**src/rtl/lc3b_types.sv**
```systemverilog
// Shared LC-3b types: the data word and the stall controller state encoding.
package lc3b_types;

  typedef logic [15:0] lc3b_word;

  typedef enum logic [1:0] {
    RUN        = 2'd0,
    DMEM_WAIT  = 2'd1,
    FLUSH_PEND = 2'd2
  } lc3b_stall_state;

  localparam lc3b_word WORD_MAX = 16'hFFFF;

endpackage

```
**src/rtl/sat_counter.sv**
```systemverilog
// 16-bit up-counter with synchronous clear that holds at its maximum value.
module sat_counter
  import lc3b_types::*;
(
  input  logic     clk,
  input  logic     clear,
  input  logic     inc,
  output lc3b_word count
);

  always_ff @(posedge clk) begin
    if (clear) begin
      count <= '0;
    end else if (inc && (count != WORD_MAX)) begin
      count <= count + 16'd1;
    end
  end

endmodule

```
**src/rtl/hazard_stall_ctrl.sv**
```systemverilog
// Pipeline stall/bubble/flush controller for the LC-3b core.
// Optional performance counters are built when STALL_PERF_COUNTERS_EN is defined.
//
// state      | meaning
// RUN        | pipeline advancing normally, no redirect owed
// DMEM_WAIT  | data memory access outstanding, whole pipeline frozen
// FLUSH_PEND | taken branch seen but squash not yet issued
module hazard_stall_ctrl
  import lc3b_types::*;
(
  input  logic     clk,
  input  logic     reset,
  input  logic     mem_ex_hazard,
  input  logic     wb_ex_hazard,
  input  logic     wb_mem_hazard,
  input  logic     ex_mem_is_load,
  input  logic     ex_mem_regwrite,
  input  logic     imem_resp,
  input  logic     dmem_req,
  input  logic     dmem_resp,
  input  logic     branch_taken,
  output logic     load_pc,
  output logic     load_if_de,
  output logic     load_de_ex,
  output logic     load_ex_mem,
  output logic     load_mem_wb,
  output logic     bubble_de_ex,
  output logic     bubble_ex_mem,
  output logic     flush_if_de,
  output logic     flush_de_ex,
  output logic     flush_ex_mem,
  output lc3b_word stall_cycles,
  output lc3b_word flush_count
);

  lc3b_stall_state state, state_next;
  logic flush_owed, owed_next;
  logic lu_prev, lu_issue;
  logic flush_issue;
  logic dmem_wait, load_use;

  // WB-stage hazards are resolved by forwarding and never stall.
  logic unused_wb;
  assign unused_wb = &{1'b0, wb_ex_hazard, wb_mem_hazard};

  always_ff @(posedge clk) begin
    if (reset) begin
      state      <= RUN;
      flush_owed <= 1'b0;
      lu_prev    <= 1'b0;
    end else begin
      state      <= state_next;
      flush_owed <= owed_next;
      lu_prev    <= lu_issue;
    end
  end

  assign dmem_wait = (dmem_req || (state == DMEM_WAIT)) && !dmem_resp;
  // The cycle after a load-use bubble the operand comes from WB forwarding.
  assign load_use  = mem_ex_hazard && ex_mem_is_load && ex_mem_regwrite && !lu_prev;

  always_comb begin
    load_pc       = 1'b1;
    load_if_de    = 1'b1;
    load_de_ex    = 1'b1;
    load_ex_mem   = 1'b1;
    load_mem_wb   = 1'b1;
    bubble_de_ex  = 1'b0;
    bubble_ex_mem = 1'b0;
    flush_issue   = 1'b0;
    lu_issue      = 1'b0;
    owed_next     = flush_owed;
    state_next    = RUN;
    if (!reset) begin
      if (dmem_wait) begin
        load_pc     = 1'b0;
        load_if_de  = 1'b0;
        load_de_ex  = 1'b0;
        load_ex_mem = 1'b0;
        load_mem_wb = 1'b0;
        owed_next   = flush_owed || branch_taken;
      end else if (load_use) begin
        load_pc       = 1'b0;
        load_if_de    = 1'b0;
        load_de_ex    = 1'b0;
        bubble_ex_mem = 1'b1;
        lu_issue      = 1'b1;
        owed_next     = flush_owed || branch_taken;
      end else if (!imem_resp) begin
        load_pc      = 1'b0;
        load_if_de   = 1'b0;
        bubble_de_ex = 1'b1;
        owed_next    = flush_owed || branch_taken;
      end else if (branch_taken || flush_owed) begin
        flush_issue = 1'b1;
        owed_next   = 1'b0;
      end
      if (dmem_wait)      state_next = DMEM_WAIT;
      else if (owed_next) state_next = FLUSH_PEND;
      else                state_next = RUN;
    end
  end

  assign flush_if_de  = flush_issue;
  assign flush_de_ex  = flush_issue;
  assign flush_ex_mem = flush_issue;

`ifdef STALL_PERF_COUNTERS_EN
  sat_counter u_stall_cnt (
    .clk   (clk),
    .clear (reset),
    .inc   (!load_pc),
    .count (stall_cycles)
  );

  sat_counter u_flush_cnt (
    .clk   (clk),
    .clear (reset),
    .inc   (flush_issue),
    .count (flush_count)
  );
`else
  assign stall_cycles = '0;
  assign flush_count  = '0;
`endif

endmodule

```
**config.mk**
```make
export PLATFORM = sky130hd
export DESIGN_NAME = hazard_stall_ctrl
export DESIGN_NICKNAME = d
export VERILOG_FILES = /design/src/rtl/lc3b_types.sv /design/src/rtl/sat_counter.sv /design/src/rtl/hazard_stall_ctrl.sv
export SDC_FILE = /design/constraint.sdc
export NUM_CORES = 1
export LEC_CHECK = 0
export CAP_MARGIN = 30
export CORE_UTILIZATION = 28
export CTS_CLUSTER_DIAMETER = 100
export DETAILED_ROUTE_END_ITERATION = 8
export PLACE_DENSITY_LB_ADDON = 0.15
export SYNTH_ARGS = -nofsm -noshare
export SYNTH_HDL_FRONTEND = slang
export SYNTH_SLANG_ARGS = --single-unit
```
**constraint.sdc**
```tcl
create_clock -name clk -period 1.4 [get_ports clk]
set_clock_uncertainty 0.15 [all_clocks]
set_input_delay 0.28 -clock clk [delete_from_list [all_inputs] [get_ports clk]]
set_output_delay 0.28 -clock clk [all_outputs]
set_load 0.03 [all_outputs]
```
==> Word level (Yosys, flattened, before mapping) <==
Cells that the tools add are included.
{ "word_totals": {"elab_cells": 42, "output_inout_bits": 42, "ff_bits": 4, "input_bits": 11} }
{ "op_classes": {"n_reduce_logical": 9, "n_eq_ne": 1, "mux": 28} }
{ "op_table": {"columns": ["op", "n"], "rows": [
  ["$mux W1", 27],
  ["$logic_and A1 B1 Y1", 4],
  ["$eq A2 B1 Y1 const B", 1],
  ["$logic_not A1 Y1", 2],
  ["$logic_or A1 B1 Y1", 2],
  ["$mux W2", 1],
  ["$reduce_or A2 Y1", 1]
]} }

==> Depth between registers and ports, before layout <==
{ "depth": {"word_depth": 8, "mapped_depth": 4, "depth_no_buf": 3} }

==> Least setup slack after synthesis <==
OpenSTA, ideal clock, no wires.
{ "synth_path": {"path_kind": "reg2out", "startpoint": "register state[0]", "endpoint": "output flush_ex_mem", "stages_incl_launch_ff": 5, "arrival_ns": 1.374, "slack_ns": -0.404, "n_path_buf": 1, "cell_sequence": "dfxtp_1 > nor2b_4 > o21ba_4 > nor3_2 > buf_4"} }
{ "synth_via": {"elab_chain_cells": 5} }
{ "synth_rtl": {"columns": ["item", "line_no", "text"], "rows": [
  ["start, declared", "hazard_stall_ctrl.sv:36", "lc3b_stall_state state, state_next;"],
  ["start signal, assigned", "hazard_stall_ctrl.sv:52", "state <= state_next;"],
  ["$eq A2 B1 Y1", "hazard_stall_ctrl.sv:58", "assign dmem_wait = (dmem_req || (state == DMEM_WAIT)) && !dmem_resp;"],
  ["$logic_or A1 B1 Y1", "hazard_stall_ctrl.sv:58", null],
  ["$logic_and A1 B1 Y1", "hazard_stall_ctrl.sv:58", null],
  ["$mux W1", "hazard_stall_ctrl.sv:75", "if (dmem_wait) begin"],
  ["$mux W1", "hazard_stall_ctrl.sv:74", "if (!reset) begin"],
  ["end, declared", "hazard_stall_ctrl.sv:31", "output logic flush_ex_mem,"]
]} }
No other way between the ends.

==> Worst setup path after layout <==
{ "layout_path": {"startpoint": "register state[0]", "endpoint": "output load_ex_mem"} }
{ "layout_via": {"elab_chain_cells": 5} }
{ "layout_rtl": {"columns": ["item", "line_no", "text"], "rows": [
  ["$eq A2 B1 Y1", "hazard_stall_ctrl.sv:58", null],
  ["$logic_or A1 B1 Y1", "hazard_stall_ctrl.sv:58", null],
  ["$logic_and A1 B1 Y1", "hazard_stall_ctrl.sv:58", null],
  ["$mux W1", "hazard_stall_ctrl.sv:75", null],
  ["$mux W1", "hazard_stall_ctrl.sv:74", null],
  ["end, declared", "hazard_stall_ctrl.sv:25", "output logic load_ex_mem,"]
]} }
No other way between the ends.

==> results.tsv <==
metric	value	unit
Final HPWL DP	620	um
Comb power frac	0.493	
Hold EP	flush_owed	
initial antenna violation count	0	
min Tclk post-route	1680	ps
vias in the first global route	250	
area leader, netlist	buf_4	
Post-Syn Area	524	um2
RSZ-0062 raised after global routing	true	
Iter 0 DRT Violations	8	
hold buffers post-CTS	0	
count of different cell masters after synthesis	18	
critical path required time	970	ps
reg2reg path depth	4	
violated checks	negative setup slack	
Buffers on Ports	18	
fill count	174	
clock group share of total power	0.276	
Switching Power	0.243	mW
H-Tree Depth	1	
routed vias	334	
final worst slack	-282	ps
CP endpoint kind	output pin	
Setup violations, final	10	
final wirelength	773	um
row cnt	15	
Crit path arrival time	1250	ps
CTS Buf Count	3	
Yosys top cell area share	0.516	
Fin Hold WS	377	ps
CORE AREA	1750	um2
Worst Path Max Fanout	6	
CTS sink cnt	4	
kind of critical path	reg2out	
global-route wire length before repair	1020	um
most common cell after layout, fill and taps aside	conb_1	
Pre-antenna DRT Iters	2	
dpl cells	99	
Post-Synth Simple-Gate Area	0.189	
DRC viols	0	
pin count of the biggest net entering global routing	7	
Die Y	45.3	um
pwr/cell area	798	nW/um2
clk root buf	clkbuf_4	
reg2reg start	state[0]	
Min-Delay Path Class	in2reg	
post-synthesis xor/xnor area fraction	0	
switching share of total power	0.455	
starting density of the core	0.300	
Placer Congestion	0.690	
internal power	0.291	mW
Synth area leaders	buf_4, dfxtp_1, nand4b_4, nor3_2, o21bai_4	
I/O pin total	53	
overall global routing resource usage	0.0751	
CTS tree	built	
mean post-synth cell area	9.20	um2
Final Max Slew Viols	0	
post-DR vias/cell	3.24	
GRT overflow	0	
largest family of logic cells by synthesized area	buffers and inverters	
Nets	91	
final-report hold violation count	0	
Final ANT Viol Nets	0	
Compound-Gate Fraction of Synth Area	0.129	
r2r endpoint	state[1]	
Hold Path Stages	2	
setup slack, reg-to-reg	250	ps
area of the die	2050	um2
mux contribution to synthesized area	0	
Pleak	0.361	nW
Final Cycle Share	1.20	
Die Wd	45.3	um
synth warn	0	
fmax	595	MHz
outcome	finished, violations left	
CTS max path bufs	2	
Peak VDD IR	0.000203	V
Post-Layout Cell Count	103	
Seq/Total Area, Yosys	0.153	
wire per inst	7.50	um
worst-skew pair later-pin latency	240	ps
Synth Register Bits	4	
crit start category	register	
Post-Syn Instances	57	
hold_sp	imem_resp	
Reg clk slew, reported paths	40	ps
Finished Core Util	0.384	
Post-Synth Adder-Cell Area	0	
maxcap violations	0	
layout cells sized above 1	0.385	
commonest non-fill, non-tap cells in the layout	conb_1, buf_6, dlygate4sd2_1, buf_4	
ANT cells	0	
synthesis-to-layout area growth	27.7	%
sequential share of power	0.232	
## cells in the mapped netlist
| library cell | count |
|---|---|
| nand4b_4 | 1 |
| nand2b_1 | 1 |
| nand2_2 | 1 |
| nor3b_2 | 1 |
| o21ba_4 | 1 |
| nor2b_4 | 1 |
| nor4_2 | 1 |
| a21o_1 | 1 |
| buf_4 | 36 |
| a31oi_1 | 1 |
| inv_1 | 1 |
| o21bai_2 | 1 |
| dfxtp_1 | 4 |
| nor2_1 | 1 |
| conb_1 | 1 |
| o21bai_1 | 1 |
| nor3_2 | 2 |
| o21bai_4 | 1 |
## cell type report
| cell class | instances | area (um2) | share of cell area |
|---|---|---|---|
| inverters | 1 | 3.75 | 0.00561 |
| clock buffers | 3 | 22.5 | 0.0336 |
| well taps | 25 | 31.3 | 0.0467 |
| repair buffers | 23 | 216 | 0.323 |
| multi-input cells | 47 | 314 | 0.469 |
| flip-flops and latches | 4 | 81.3 | 0.121 |
## per-stage QoR
stage | instance area [um2] | total power, mW | setup TNS [ps] | worst slack, ps
after global routing | 669 | 0.562 | -2970 | -337
after CTS | 653 | 0.538 | -2980 | -359
final | 669 | 0.534 | -2430 | -282
after global placement | 593 | 0.375 | -3970 | -411
after floorplan | 647 | 0.385 | -1090 | -243
after detailed placement | 593 | 0.375 | -3940 | -423
## cells by family (layout without fill, tap and decap cells)
group | after synthesis | in the layout
AOI/OAI and AO/OA | 6 | 6
buffers and inverters | 37 | 27
DFF | 4 | 4
other | 1 | 32
and+or+nand+nor | 9 | 9
## power groups by stage
stage / Sequential, mW / Clock, mW / Combinational, mW
floorplan: 0.125 / 0 / 0.260
global placement: 0.125 / 0 / 0.249
detailed placement: 0.125 / 0 / 0.250
CTS: 0.123 / 0.156 / 0.259
global route: 0.124 / 0.160 / 0.277
finish: 0.124 / 0.147 / 0.263
## what timing repair did
action                                 CTS  global route
gates resized for setup                 16             4
endpoints found under the hold margin    0             0
setup buffers                            1             0
setup endpoints to repair               10            10
pin swaps                                5             3
## state kept, by name (all words and copies together) (netlist names)
signal and flops:
lu_prev 1, state 2, flush_owed 1
## metal layers
metal | global-route usage | wire (um)
met5 | 0 | 0
met4 | 0.0727 | 1
met3 | 0.0280 | 88
met2 | 0.113 | 404
met1 | 0.0793 | 278
## critical path, stage by stage, from the launching register on
cell,delay [ps]
dfxtp_1,300
nor2b_4,140
o21ba_4,220
buf_4,140
nand2b_4,50
buf_4,160
## worst max-delay path by stage
stage / from / to / slack, ps / depth (start not counted)
finish: state[0] / load_ex_mem / -280 / 5
floorplan: state[0] / flush_ex_mem / -240 / 4
global placement: mem_ex_hazard / flush_ex_mem / -410 / 5
detailed placement: mem_ex_hazard / flush_if_de / -420 / 5
global route: state[0] / flush_de_ex / -340 / 4
CTS: state[0] / flush_if_de / -360 / 4
(Power assumes the default switching activity.)
